## config.mk

```make
export PLATFORM = sky130hd
export DESIGN_NAME = seg7_scan_driver_flat
export DESIGN_NICKNAME = d
export VERILOG_FILES = /design/src/rtl/seg7_pkg.sv /design/src/rtl/seg7_scan_driver_if.sv /design/src/rtl/bin2bcd_seq.sv /design/src/rtl/seg7_scan_driver.sv /design/src/flat_wrapper.sv
export SDC_FILE = /design/constraint.sdc
export NUM_CORES = 1
export LEC_CHECK = 0
export CORE_MARGIN = 3
export CORE_UTILIZATION = 63
export DETAILED_ROUTE_END_ITERATION = 7
export GPL_ROUTABILITY_DRIVEN = 0
export HOLD_SLACK_MARGIN = 0.05
export PLACE_DENSITY = 0.95
export SKIP_CTS_REPAIR_TIMING = 1
export SYNTH_ARGS = -nofsm -noshare
export SYNTH_HDL_FRONTEND = slang
export SYNTH_HIERARCHICAL = 1
export SYNTH_SLANG_ARGS = --single-unit
```

## constraint.sdc

```tcl
create_clock -name CLK -period 4.59 [get_ports CLK]
set_input_delay 0.6885 -clock CLK [delete_from_list [all_inputs] [get_ports CLK]]
set_output_delay 0.6885 -clock CLK [all_outputs]
set_load 0.02 [all_outputs]
```

## src/rtl/seg7_pkg.sv

```systemverilog
// Shared definitions for the multiplexed 7-segment driver: glyph constants,
// converter state encoding and small constant helpers.
package seg7_pkg;

  // Active-high glyphs, bit0..6 = segments a..g.
  localparam logic [6:0] SEG_0     = 7'h3F;
  localparam logic [6:0] SEG_1     = 7'h06;
  localparam logic [6:0] SEG_2     = 7'h5B;
  localparam logic [6:0] SEG_3     = 7'h4F;
  localparam logic [6:0] SEG_4     = 7'h66;
  localparam logic [6:0] SEG_5     = 7'h6D;
  localparam logic [6:0] SEG_6     = 7'h7D;
  localparam logic [6:0] SEG_7     = 7'h07;
  localparam logic [6:0] SEG_8     = 7'h7F;
  localparam logic [6:0] SEG_9     = 7'h6F;
  localparam logic [6:0] SEG_DASH  = 7'h40;
  localparam logic [6:0] SEG_BLANK = 7'h00;

  typedef enum logic [1:0] {
    CNV_IDLE   = 2'd0,
    CNV_SHIFT  = 2'd1,
    CNV_COMMIT = 2'd2
  } cnv_state_e;

  function automatic logic [6:0] seg7_encode(input logic [3:0] d);
    logic [6:0] g;
    case (d)
      4'd0:    g = SEG_0;
      4'd1:    g = SEG_1;
      4'd2:    g = SEG_2;
      4'd3:    g = SEG_3;
      4'd4:    g = SEG_4;
      4'd5:    g = SEG_5;
      4'd6:    g = SEG_6;
      4'd7:    g = SEG_7;
      4'd8:    g = SEG_8;
      4'd9:    g = SEG_9;
      default: g = SEG_BLANK;
    endcase
    return g;
  endfunction

  // Decimal digits needed to represent 2^width-1.
  function automatic int bcd_digits_for(input int width);
    logic [63:0] m;
    int d;
    m = (64'd1 << width) - 64'd1;
    d = 1;
    while (m >= 64'd10) begin
      m = m / 64'd10;
      d = d + 1;
    end
    return d;
  endfunction

endpackage

```

## src/rtl/seg7_scan_driver_if.sv

```systemverilog
// Value-load port of the 7-segment driver, plus the converter state for observation.
interface seg7_scan_driver_if #(
  parameter int BIN_WIDTH = 14
);
  import seg7_pkg::*;

  // Handshake: value_in is taken on a rising clock edge where load && ready.
  // load while ready=0 is dropped (no queuing); value_in only matters with load.
  logic [BIN_WIDTH-1:0] value_in;
  logic                 load;
  logic                 ready;
  cnv_state_e           conv_state;

  modport master (output value_in, output load, input ready, input conv_state);
  modport slave  (input value_in, input load, output ready, output conv_state);
endinterface

```

## src/rtl/bin2bcd_seq.sv

```systemverilog
// Sequential double-dabble binary-to-BCD converter: one bit per cycle,
// result presented together with a one-cycle done strobe.
module bin2bcd_seq import seg7_pkg::*; #(
  parameter int BIN_WIDTH  = 14,
  parameter int NUM_DIGITS = 4
) (
  input  logic                    clk,
  input  logic                    rst_n,
  input  logic [BIN_WIDTH-1:0]    value_in,
  input  logic                    load,
  output logic                    ready,
  output logic                    done,
  output logic [4*NUM_DIGITS-1:0] bcd_out,
  output logic                    overflow,
  output cnv_state_e              state_o
);
  localparam int BCD_DIGITS = bcd_digits_for(BIN_WIDTH);
  localparam int SCR_DIGITS = (BCD_DIGITS > NUM_DIGITS) ? BCD_DIGITS : NUM_DIGITS;
  localparam int CNT_W      = $clog2(BIN_WIDTH + 1);
  localparam logic [CNT_W-1:0] LAST_SHIFT = CNT_W'(BIN_WIDTH - 1);

  cnv_state_e              state_q, state_d;
  logic [BIN_WIDTH-1:0]    bin_q, bin_d;
  logic [4*SCR_DIGITS-1:0] bcd_q, bcd_d, bcd_adj;
  logic [CNT_W-1:0]        cnt_q, cnt_d;

  always_comb begin
    bcd_adj = bcd_q;
    for (int i = 0; i < SCR_DIGITS; i++) begin
      if (bcd_q[4*i +: 4] >= 4'd5) bcd_adj[4*i +: 4] = bcd_q[4*i +: 4] + 4'd3;
    end
  end

  always_comb begin
    state_d = state_q;
    bin_d   = bin_q;
    bcd_d   = bcd_q;
    cnt_d   = cnt_q;
    unique case (state_q)
      CNV_IDLE: begin
        if (load) begin
          bin_d   = value_in;
          bcd_d   = '0;
          cnt_d   = '0;
          state_d = CNV_SHIFT;
        end
      end
      CNV_SHIFT: begin
        {bcd_d, bin_d} = {bcd_adj, bin_q} << 1;
        cnt_d          = cnt_q + 1'b1;
        if (cnt_q == LAST_SHIFT) state_d = CNV_COMMIT;
      end
      CNV_COMMIT: state_d = CNV_IDLE;
      default:    state_d = CNV_IDLE;
    endcase
  end

  always_ff @(posedge clk or negedge rst_n) begin
    if (!rst_n) begin
      state_q <= CNV_IDLE;
      bin_q   <= '0;
      bcd_q   <= '0;
      cnt_q   <= '0;
    end else begin
      state_q <= state_d;
      bin_q   <= bin_d;
      bcd_q   <= bcd_d;
      cnt_q   <= cnt_d;
    end
  end

  // Anything in the nibbles beyond the displayed digits cannot be shown.
  always_comb begin
    overflow = 1'b0;
    for (int i = NUM_DIGITS; i < SCR_DIGITS; i++) begin
      overflow = overflow | (|bcd_q[4*i +: 4]);
    end
  end

  assign bcd_out = bcd_q[4*NUM_DIGITS-1:0];
  assign ready   = (state_q == CNV_IDLE);
  assign done    = (state_q == CNV_COMMIT);
  assign state_o = state_q;

endmodule

```

## src/rtl/seg7_scan_driver.sv

```systemverilog
// Multiplexed N-digit 7-segment driver: sequential BCD conversion, slot scanning
// with blanking, leading-zero suppression, decimal points and overflow dashes.
module seg7_scan_driver import seg7_pkg::*; #(
  parameter int NUM_DIGITS     = 4,
  parameter int BIN_WIDTH      = 14,
  parameter int REFRESH_DIV    = 16000,
  parameter int BLANK_CYCLES   = 16,
  parameter bit SEG_ACTIVE_LOW = 1'b1,
  parameter bit DIG_ACTIVE_LOW = 1'b0
) (
  input  logic                  CLK,
  input  logic                  RST_N,
  seg7_scan_driver_if.slave     bus,
  input  logic [NUM_DIGITS-1:0] dp_in,
  input  logic                  blank_lz,
  output logic [7:0]            seg_out,
  output logic [NUM_DIGITS-1:0] dig_out,
  output logic                  overflow
);
  localparam int SLOT_W = $clog2(REFRESH_DIV);
  localparam int IDX_W  = (NUM_DIGITS > 1) ? $clog2(NUM_DIGITS) : 1;
  localparam logic [SLOT_W-1:0]     SLOT_LAST = SLOT_W'(REFRESH_DIV - 1);
  localparam logic [SLOT_W-1:0]     SLOT_BLNK = SLOT_W'(BLANK_CYCLES);
  localparam logic [IDX_W-1:0]      IDX_LAST  = IDX_W'(NUM_DIGITS - 1);
  localparam logic [7:0]            SEG_OFF   = SEG_ACTIVE_LOW ? 8'hFF : 8'h00;
  localparam logic [NUM_DIGITS-1:0] DIG_OFF   = DIG_ACTIVE_LOW ? '1 : '0;

  logic                    cnv_done, cnv_ovf;
  logic [4*NUM_DIGITS-1:0] cnv_bcd;

  bin2bcd_seq #(
    .BIN_WIDTH  (BIN_WIDTH),
    .NUM_DIGITS (NUM_DIGITS)
  ) u_bin2bcd (
    .clk      (CLK),
    .rst_n    (RST_N),
    .value_in (bus.value_in),
    .load     (bus.load),
    .ready    (bus.ready),
    .done     (cnv_done),
    .bcd_out  (cnv_bcd),
    .overflow (cnv_ovf),
    .state_o  (bus.conv_state)
  );

  logic [SLOT_W-1:0]       slot_q, slot_d;
  logic [IDX_W-1:0]        idx_q, idx_d;
  logic [4*NUM_DIGITS-1:0] display_q, display_d;
  logic                    overflow_q, overflow_d;
  logic [7:0]              seg_q, seg_d;
  logic [NUM_DIGITS-1:0]   dig_q, dig_d;

  logic [NUM_DIGITS-1:0]   lz_mask;
  logic                    nz_above;
  logic                    suppress, cur_dp;
  logic [6:0]              glyph;
  logic [7:0]              seg_act;
  logic [NUM_DIGITS-1:0]   dig_act;

  // The display register only ever changes on the converter's commit cycle.
  assign display_d  = cnv_done ? cnv_bcd : display_q;
  assign overflow_d = cnv_done ? cnv_ovf : overflow_q;

  always_comb begin
    slot_d = slot_q;
    idx_d  = idx_q;
    if (slot_q == SLOT_LAST) begin
      slot_d = '0;
      idx_d  = (idx_q == IDX_LAST) ? '0 : idx_q + 1'b1;
    end else begin
      slot_d = slot_q + 1'b1;
    end
  end

  // lz_mask[i] is set when digit i and everything above it are zero; digit 0 never.
  always_comb begin
    nz_above = 1'b0;
    lz_mask  = '0;
    for (int i = NUM_DIGITS - 1; i > 0; i--) begin
      nz_above   = nz_above | (display_q[4*i +: 4] != 4'd0);
      lz_mask[i] = ~nz_above;
    end
  end

  always_comb begin
    cur_dp   = dp_in[idx_q];
    suppress = blank_lz & ~overflow_q & lz_mask[idx_q];
    glyph    = overflow_q ? SEG_DASH
             : (suppress ? SEG_BLANK : seg7_encode(display_q[4*idx_q +: 4]));
    seg_act  = 8'h00;
    dig_act  = '0;
    if (slot_q >= SLOT_BLNK) begin
      seg_act = {cur_dp, glyph};
      if (!suppress || cur_dp) dig_act = NUM_DIGITS'(1) << idx_q;
    end
    seg_d = SEG_ACTIVE_LOW ? ~seg_act : seg_act;
    dig_d = DIG_ACTIVE_LOW ? ~dig_act : dig_act;
  end

  always_ff @(posedge CLK or negedge RST_N) begin
    if (!RST_N) begin
      slot_q     <= '0;
      idx_q      <= '0;
      display_q  <= '0;
      overflow_q <= 1'b0;
      seg_q      <= SEG_OFF;
      dig_q      <= DIG_OFF;
    end else begin
      slot_q     <= slot_d;
      idx_q      <= idx_d;
      display_q  <= display_d;
      overflow_q <= overflow_d;
      seg_q      <= seg_d;
      dig_q      <= dig_d;
    end
  end

  assign seg_out  = seg_q;
  assign dig_out  = dig_q;
  assign overflow = overflow_q;

endmodule

```

## src/flat_wrapper.sv

```systemverilog
// flat-port wrapper written by rule: the top's interface ports become plain ports
module seg7_scan_driver_flat import seg7_pkg::*;
#(
  parameter int NUM_DIGITS     = 4,
  parameter int BIN_WIDTH      = 14,
  parameter int REFRESH_DIV    = 16000,
  parameter int BLANK_CYCLES   = 16,
  parameter bit SEG_ACTIVE_LOW = 1'b1,
  parameter bit DIG_ACTIVE_LOW = 1'b0
)
  (CLK, RST_N, dp_in, blank_lz, seg_out, dig_out, overflow, bus_value_in, bus_load, bus_ready, bus_conv_state);
  seg7_scan_driver_if #(.BIN_WIDTH(BIN_WIDTH)) bus_i ();
  input  logic CLK;
  input  logic RST_N;
  input  logic [NUM_DIGITS-1:0] dp_in;
  input  logic blank_lz;
  output logic [7:0] seg_out;
  output logic [NUM_DIGITS-1:0] dig_out;
  output logic overflow;
  input wire logic [$bits(bus_i.value_in)-1:0] bus_value_in;
  input wire logic [$bits(bus_i.load)-1:0] bus_load;
  output wire logic [$bits(bus_i.ready)-1:0] bus_ready;
  output wire logic [$bits(bus_i.conv_state)-1:0] bus_conv_state;
  assign bus_i.value_in = bus_value_in;
  assign bus_i.load = bus_load;
  assign bus_ready = bus_i.ready;
  assign bus_conv_state = bus_i.conv_state;
  seg7_scan_driver #(.NUM_DIGITS(NUM_DIGITS), .BIN_WIDTH(BIN_WIDTH), .REFRESH_DIV(REFRESH_DIV), .BLANK_CYCLES(BLANK_CYCLES), .SEG_ACTIVE_LOW(SEG_ACTIVE_LOW), .DIG_ACTIVE_LOW(DIG_ACTIVE_LOW)) u_core (.CLK(CLK), .RST_N(RST_N), .bus(bus_i), .dp_in(dp_in), .blank_lz(blank_lz), .seg_out(seg_out), .dig_out(dig_out), .overflow(overflow));
endmodule
```

==> results of run 1 <==
metal layers:
metal	vias to the layer above	track usage (%)	wire (microns)
met3	35	4.971	397
met1	1679	28.78	3967
met2	119	40.60	4814
met4	0	11.43	331
li1	1580	-	-
met5	-	0	0
cells in the final DEF (no fill, tap or decap), types with 2 or more instances in the layout:
master                            instances
sky130_fd_sc_hd__nor3_1                   4
sky130_fd_sc_hd__nand2b_1                 9
sky130_fd_sc_hd__nor2_1                  13
sky130_fd_sc_hd__buf_4                    3
sky130_fd_sc_hd__mux2i_1                  3
sky130_fd_sc_hd__o21ai_0                 27
sky130_fd_sc_hd__mux2_2                  17
sky130_fd_sc_hd__o211ai_1                 7
sky130_fd_sc_hd__xor2_1                   3
sky130_fd_sc_hd__or3_1                    3
sky130_fd_sc_hd__o21a_1                   6
sky130_fd_sc_hd__inv_1                   30
sky130_fd_sc_hd__nand4_1                  4
sky130_fd_sc_hd__nor3b_1                  3
sky130_fd_sc_hd__bufinv_16                2
sky130_fd_sc_hd__xnor2_1                  9
sky130_fd_sc_hd__nand3_1                 11
sky130_fd_sc_hd__dfstp_2                  8
sky130_fd_sc_hd__a22oi_1                 13
sky130_fd_sc_hd__and3_1                   3
sky130_fd_sc_hd__nor2b_1                 22
sky130_fd_sc_hd__o32ai_1                  4
sky130_fd_sc_hd__nand2_1                 23
sky130_fd_sc_hd__o31ai_1                  5
sky130_fd_sc_hd__o2111ai_1               11
sky130_fd_sc_hd__mux4_2                   5
sky130_fd_sc_hd__a41oi_1                  2
sky130_fd_sc_hd__dfrtp_1                 77
sky130_fd_sc_hd__a21oi_1                 20
sky130_fd_sc_hd__ha_1                    24
sky130_fd_sc_hd__o221ai_1                 5
sky130_fd_sc_hd__nor4_1                   4
sky130_fd_sc_hd__o21bai_1                 3
sky130_fd_sc_hd__clkbuf_8                11
sky130_fd_sc_hd__a32o_1                   5
sky130_fd_sc_hd__clkdlybuf4s50_1         36
sky130_fd_sc_hd__a22o_1                   2
sky130_fd_sc_hd__clkbuf_1                 2
sky130_fd_sc_hd__o21ai_1                  2
report_power, final:
part | leakage (nW) | internal (mW) | switching [mW]
clock network | 0.110 | 0.337 | 0.255
logic | 0.984 | 0.451 | 0.526
registers | 1.09 | 0.960 | 0.194
total | 2.19 | 1.75 | 0.975
worst paths after layout:
check | from | endpoint | cells after the start
worst max-delay path | u_core/u_bin2bcd/state_o[1] | bus_conv_state[1] | 1
worst min register to register | u_core/u_bin2bcd/bcd_q[19] | u_core/u_bin2bcd/bcd_q[19] | 1
worst max register to register | u_core/slot_q[7] | u_core/idx_q[0] | 4
max in group asynchronous | RST_N | u_core/display_q[10] | 1
min in group asynchronous | RST_N | u_core/slot_q[4] | 1
worst min-delay path | u_core/u_bin2bcd/bcd_q[19] | u_core/u_bin2bcd/bcd_q[19] | 1
state kept, by name, summed over array words and instances, names as in the netlist:
| register | count |
|---|---|
| u_core/slot_q | 14 |
| u_core/display_q | 16 |
| u_core/u_bin2bcd/bcd_q | 20 |
| u_core/u_bin2bcd/bin_q | 14 |
| u_core/overflow | 1 |
| u_core/idx_q | 2 |
| u_core/dig_out | 4 |
| u_core/seg_out | 8 |
| u_core/u_bin2bcd/state_o | 2 |
| u_core/u_bin2bcd/cnt_q | 4 |
area by class of cell:
type                       count  area, sq um  area share [%]
sequential                    85         2137           41.83
multi-input combinational    285         2130           41.68
timing repair buffer          39        382.9           7.494
clock buffer                  13        158.9           3.110
tap                           96        120.1           2.351
inverter                      30        112.6           2.204
clock inverter                 3        67.56           1.323
stage by stage:
| step | cell area [sq um] | util [%] | instances | total power, mW | setup WS, ns |
|---|---|---|---|---|---|
| 2_1_floorplan | 4597 | - | 435 | 1.905 | 2.421 |
| 3_3_place_gp | 4882 | 70.31 | 535 | 2.038 | 2.186 |
| 3_5_place_dp | 4882 | 70.31 | 535 | 2.119 | 2.153 |
| 4_1_cts | 5109 | 73.57 | 551 | 2.725 | 1.967 |
| 5_1_grt | 5109 | 73.57 | 551 | 2.900 | 1.867 |
| 6_report | 5109 | 73.57 | 551 | 2.724 | 2.000 |
cell families after synthesis:
logic type	count (synthesis)
AO/OA/AOI/OAI	117
AND/OR/NAND/NOR	107
flip-flops	85
buffers and inverters	65
multiplexers	25
adder cells (fa/ha/maj)	24
XOR/XNOR	12
==> reports/results.txt, run 1 <==
The flow ran to the end, and the final reports show no timing, DRC or antenna violations. The detailed-router iteration count before antenna repair is 4, and the number of synthesis warnings is 6. The number of antenna violations at the first check in global routing is 0. STA puts the critical path data arrival time at 1.90 ns. By area, the combinational part of the netlist is dominated by compound AO/OA/AOI/OAI gates. For this design, the sink count on the clock tree is 85. The run gives 3.90 ns as the required time reported for the critical path endpoint.

Post-route setup TNS: 0 ns. For the static leakage power, the log shows 2.186 nW. The register clock-pin slew on the reported worst setup and hold paths works out to 0.08 ns. The die covers 8358 sq um. The number of antenna diodes in the final layout is 0. The run gives 496 as the number of nets in the final layout. The tools report the core region area as 6944 sq um.

Buffers inserted during clock tree synthesis total 9. The number of vias in the routed layout came out at 3413. The tools report the CTS root buffer as sky130_fd_sc_hd__clkbuf_8. Standard cell with the maximum stage delay on the critical path: sky130_fd_sc_hd__dfrtp_1.

The via count of the first global-routing pass was 3448. The per-cell routed wire length came out at 17.26 microns. The number of pins with negative max-slew slack in the final report is 0, and the average vias per placed instance is 6.194.

The upper clock frequency limit is 386.1 MHz. In the synthesized netlist, mux cells make up 7.267% of the area. In this run the remaining antenna-violating nets after routing total 0. Critical path buffer and inverter count: 1.

The die outline width was 91.42 microns. Along the worst path, the maximum fanout reaches 24. The wire length of the first global-routing pass is 16080 microns.

For this run, the register share of the synthesized area comes to 46.49%. Cell type with the highest aggregate area in the netlist: sky130_fd_sc_hd__dfrtp_1. The xor and xnor area share after synthesis was 2.286%.

Of the available clock period, the critical path in the final layout requires 56.43%. For this run, the leading register cell type out of synthesis is sky130_fd_sc_hd__dfrtp_1. Clock skew on the completed layout was measured at 0.005171 ns.

In this run the core area contains 30 standard-cell rows. For this configuration, the core starts out at a cell density of 66.20%. The fill cell instance count of the final layout was 474; the count of distinct cell types in the synthesized netlist was 51.

The most common cell in the synthesized netlist is sky130_fd_sc_hd__dfrtp_1. In this run, the number of DRC markers left after iteration 0 of detailed routing was 183. Counting every instance in the synthesized netlist gives 435. The vertical die dimension is 91.42 microns, and the final period demand of the worst path is 2.590 ns. The synthesis-to-layout area growth came out at 11.13%. Estimated wirelength of the detail-placed design: 6400 microns. The worst setup path is launched from a register. The number of hold violations in the final report is 0. Family with the most delay on the worst path: flip-flops. The tool flagged a number of max-cap violations equal to 0. When the netlist entered floorplanning its net count stood at 481. The tools report the CTS H-tree depth as 3. The tools report the worst slew slack as a fraction of its limit as 23.45%.

The class of the most critical setup path is reg2out. Buffers placed on the I/O ports in this run total 37. Largest stage delay on the critical path: 0.81 ns. The post-route netlist has 11.87% of its cells at a drive strength greater than 1. Summed over all layers, the global routing overflow is 0. The number of enable-type register cells in the synthesized netlist works out to 0. The routed design has 9511 microns of wire. Setup repair after global routing left no endpoint under its margin.

The mapped netlist covers 4597 sq um. In this run the count of I/O pins placed on the die edge is 38. The power per unit of standard cell area was 533.1 nW/um^2. The share of synthesized registers carrying an async set or reset was 100.0%.

After synthesis, the cell types taking the most area are sky130_fd_sc_hd__dfrtp_1 (42%), sky130_fd_sc_hd__ha_1 (6.5%), sky130_fd_sc_hd__dfstp_2 (4.6%). The worst hold slack came out at 0.5023 ns. TritonCTS built the clock tree.

The synthesized area divided by synthesized cell count is 10.57 sq um. For the post-detailed-route DRC marker count, the log shows 0. After Yosys synthesis, full adders, half adders and majority gates account for 6.532% of the synthesized area. Entering global routing, the biggest net connects 86 pins.

STA classifies the critical path endpoint as a primary output. Area share of the leading cell type in the synthesized netlist: 41.92%. In the synthesized netlist, the cells that appear most often are sky130_fd_sc_hd__dfrtp_1 (77), sky130_fd_sc_hd__inv_1 (30), sky130_fd_sc_hd__o21ai_0 (27).

For the total routing resource utilization after global routing, the log shows 23.87%. After synthesis the netlist holds a flip-flop and latch count of 85. No sink is reached through more buffers than the 2 on the longest clock path. The synthesized netlist devotes 12.79% of its cell area to simple gates.

Setup violations remaining at the end of the flow were counted as 0. At the pin with the least slew margin, the transition time is 1.139 ns. Walking the worst path, the cells encountered are clkdlybuf4s50_1. The worst hold path belongs to the class reg2reg.

The worst IR drop on VDD came out at 0.0003989 V. The clock reaches the later pin of the worst-skew pair after 0.35 ns. The synthesized netlist devotes 17.45% of its cell area to compound gates. The setup check on the worst reg-to-reg path leaves a slack of 2.31 ns.
(Power assumes the default switching activity.)
==> inputs of run 2 (changes only) <==
--- a/config.mk
+++ b/config.mk
@@ -6,11 +6,11 @@
 export NUM_CORES = 1
 export LEC_CHECK = 0
 export CORE_MARGIN = 3
-export CORE_UTILIZATION = 63
+export CORE_UTILIZATION = 58
 export DETAILED_ROUTE_END_ITERATION = 7
 export GPL_ROUTABILITY_DRIVEN = 0
 export HOLD_SLACK_MARGIN = 0.05
-export PLACE_DENSITY = 0.95
+export PLACE_DENSITY = 0.89
 export SKIP_CTS_REPAIR_TIMING = 1
 export SYNTH_ARGS = -nofsm -noshare
 export SYNTH_HDL_FRONTEND = slang
==> constraint.sdc (replaced) <==
create_clock -name CLK -period 2.4 [get_ports CLK]
set_input_delay 0.36 -clock CLK [delete_from_list [all_inputs] [get_ports CLK]]
set_output_delay 0.36 -clock CLK [all_outputs]
set_load 0.02 [all_outputs]
==> run 2 against run 1 <==
Count of clock-buffer cells in the layout fell by 2. Final area increased by 1.7%. Critical endpoint is now bus_conv_state[0]. Largest cell class unchanged. Critical path depth stayed put. Worst setup slack got worse by 1.8 ns. Sequential share of layout area decreased by 0.70 points. Register-to-register slack worse by 1.9 ns. First-iteration DRC count rose by 6.0%. Sequential cell count unchanged. Total power rose by 91%. Die area rose by 8.0%. Combinational power up 92%. Via count down 0.82%.
==> reports/results.txt, run 2 (synthesis gave the netlist of run 1 again) <==
The minimum setup slack after placement was 0.4077 ns (-1.745 ns). The fraction of final layout cells sized beyond drive strength 1 is 13.61% (+1.7 points). The tools report the number of antenna violations at the first check in global routing as 0 (unchanged). The final core utilization came out at 69.40% (-4.2 points). Based on the critical path, the design can be clocked at up to 447.5 MHz.

The post-placement cell area is 4951 sq um (+1.4%), and the number of setup violations in the final report is 0 (unchanged). Vertical die dimension: 95.03 microns (+3.9%). Setup repair after global routing left no endpoint under its margin.

The worst hold slack was 0.4978 ns (-0.004537 ns); the slew at the pin with the worst max-slew slack was 0.6831 ns (-0.4557 ns). The CTS H-tree depth is 3 (unchanged), and the highest net fanout along the worst path is 24 (unchanged). The tree is rooted in a sky130_fd_sc_hd__clkbuf_8.

The flow ran to the end, and the final reports show no timing, DRC or antenna violations. The flip-flop count of the largest register, all copies and words added came out at 20 (unchanged). For the detailed-router iteration count before antenna repair, the log shows 4 (unchanged). For the pin count of the biggest net entering global routing, the log shows 48 (-44%).

The number of antenna diodes came out at 0 (unchanged). The largest registers in the layout are u_core/u_bin2bcd/bcd_q x20, u_core/display_q x16. The per-cell routed wire length came out at 16.19 microns (-6.2%). The count of buffers inserted at the top-level ports was 37 (unchanged); the number of nets in the final layout was 504 (+1.6%). STA classifies the critical path endpoint as a primary output. The wire length of the first global-routing pass came out at 15630 microns (-2.8%). The worst register-to-register path begins at u_core/idx_q[0]. The path depth of the worst reg2reg path is 6 (+2). The number of pins with negative max-slew slack in the final report is 0 (unchanged), and the register clock-pin slew on the reported worst setup and hold paths is 0.08 ns (about the same). The static leakage power is 2.241 nW (+2.5%), and the area occupied by multi-input gates is 2130 sq um (unchanged).

Leaving out fill and tap cells, the most frequent cells in the layout are sky130_fd_sc_hd__dfrtp_1 (77), sky130_fd_sc_hd__clkdlybuf4s50_1 (36), sky130_fd_sc_hd__inv_1 (30). The estimated wirelength of the detail-placed design is 6452 microns (+0.82%), and the total routing resource utilization after global routing is 22.11% (-1.8 points). The required time reported for the critical path endpoint came out at 2.04 ns (-1.86 ns). The fill cell instance count of the final layout is 526 (+11%), and the post-detailed-routing wire length is 9099 microns (-4.3%).

The tools report the number of max-cap violations as 0 (unchanged). The count of antenna-violating nets left after detailed routing was 0 (unchanged). The signal on the critical path passes through clkdlybuf4s50_1.

The total number of clock tree sinks is 85 (unchanged). The cell count of the worst hold path came out at 1 (unchanged). The standard cell with the maximum stage delay on the critical path was sky130_fd_sc_hd__dfrtp_1. The power per unit of standard cell area is 1003 nW/um^2 (+88%), and the post-route cell area is 5195 sq um (+1.7%).

The die outline width came out at 95.03 microns (+3.9%). The tools report the register-to-register setup slack as 0.39 ns (-1.92 ns). Family with the most delay on the worst path: flip-flops. The post-layout worst setup margin came out at 0.1655 ns (-1.834 ns). TritonCTS built the clock tree. Number of vias in the routed layout: 3385 (-0.82%). Average vias per placed instance: 6.023 (-2.8%). The critical path is of the reg2out type.

The run gives 9030 sq um (+8.0%) as the area of the die. The endpoint identified for the worst register-to-register timing path is u_core/seg_out[3]. The library cell used most frequently in the layout, excluding fill and tap cells, is sky130_fd_sc_hd__dfrtp_1.

The run gives 0.35 ns (about the same) as the clock latency reported for the late side of the worst-skew pair. The tools report the initial cell density of the core as 61.41% (-4.8 points). The worst path uses 93.10% of the clock period.

The post-detailed-route DRC marker count was 0 (unchanged). The worst setup path is launched from a register. For hold timing, the worst endpoint is u_core/slot_q[0]. The tools report the worst path arrival time as 1.87 ns (-0.03 ns).

The maximum clock insertion buffer count came out at 2 (unchanged). After layout, the minimum clock period comes to 2.234 ns. Type of the worst min-delay path: reg2reg. From synthesis to final layout, the design area changed by 13.01%. The critical path buffer and inverter count works out to 1 (unchanged).

The largest stage delay on the critical path is 0.79 ns (-0.02 ns). The DRC violation total after the first TritonRoute iteration was 194 (+6.0%). The worst IR drop on VDD was 0.0006028 V (+51%). The number of hold violations in the final report was 0 (unchanged). The via count of the first global-routing pass is 3359 (-2.6%), and the worst slew slack as a fraction of its limit is 54.46% (+31 points).

Number of rows in the core area: 31 (+3.3%). The post-route setup TNS was 0 ns (unchanged). The top-level port count was 38 (unchanged). The core region area was 7486 sq um (+7.8%); the remaining global-route overflow was 0 (unchanged).

The clock tree skew after final layout was 0.009826 ns (+0.004655 ns); the sequential cell area in the final layout was 2137 sq um (unchanged). The number of clock buffers inserted by TritonCTS is 9 (unchanged). Startpoint of the most critical hold path: u_core/slot_q[0]. Register with the most flip-flops: u_core/u_bin2bcd/bcd_q.
==> run 2: cell types whose count changed in the layout (fill, tap and decap cells not counted) <==
cell	delta
sky130_fd_sc_hd__dlygate4sd3_1	+1
sky130_fd_sc_hd__clkinv_2	+1
sky130_fd_sc_hd__buf_4	+6
sky130_fd_sc_hd__clkinv_4	+2
sky130_fd_sc_hd__buf_12	+1
sky130_fd_sc_hd__clkbuf_1	-2
sky130_fd_sc_hd__clkinvlp_4	-1
==> run 2: stage by stage <==
stage,std cells,total power [mW]
4_1_cts,561,5.235
3_5_place_dp,545,4.073
5_1_grt,562,5.578
2_1_floorplan,435,3.644
3_3_place_gp,545,3.939
6_report,562,5.210
==> run 2: area by class of cell <==
type	instances	share of cell area, %
Clock inverter	5	1.590
Clock buffer	11	2.914
Sequential cell	85	41.14
Multi-Input combinational cell	285	40.99
Timing Repair Buffer	47	8.815
Inverter	30	2.168
Tap cell	99	2.384
==> run 2: per-layer routing <==
metal | global-route usage (%) | part of all wire, % | wire length [microns] | up-vias
met5 | 0 | 0 | 0 | -
met4 | 10.10 | 1.5 | 134 | 0
met3 | 4.341 | 4.6 | 422 | 12
met2 | 37.70 | 51 | 4607 | 102
met1 | 27.16 | 43 | 3935 | 1670
li1 | - | - | - | 1601
==> run 2: worst reg2reg max path: stages, from the launching register on <==
cell	delay, ns
sky130_fd_sc_hd__dfrtp_1	0.63
sky130_fd_sc_hd__mux4_2	0.62
sky130_fd_sc_hd__inv_1	0.15
sky130_fd_sc_hd__ha_1	0.26
sky130_fd_sc_hd__nand2_1	0.10
sky130_fd_sc_hd__o21ai_0	0.09
sky130_fd_sc_hd__o21bai_1	0.12
==> run 2: power breakdown <==
| group | internal [mW] | total (mW) | switching [mW] |
|---|---|---|---|
| Combinational | 0.887 | 1.88 | 0.995 |
| Sequential | 1.84 | 2.18 | 0.347 |
| Clock | 0.645 | 1.14 | 0.500 |
==> run 2: worst max-delay path by stage <==
stage	slack (ns)	end	cells past startpoint	start
5_1_grt	0.05	bus_conv_state[0]	1	u_core/u_bin2bcd/state_o[0]
4_1_cts	0.13	bus_conv_state[0]	1	u_core/u_bin2bcd/state_o[0]
3_5_place_dp	0.41	u_core/seg_out[3]	6	u_core/idx_q[0]
2_1_floorplan	0.23	u_core/display_q[0]	6	u_core/u_bin2bcd/state_o[1]
6_report	0.17	bus_conv_state[0]	1	u_core/u_bin2bcd/state_o[0]
3_3_place_gp	0.51	u_core/seg_out[3]	6	u_core/idx_q[0]
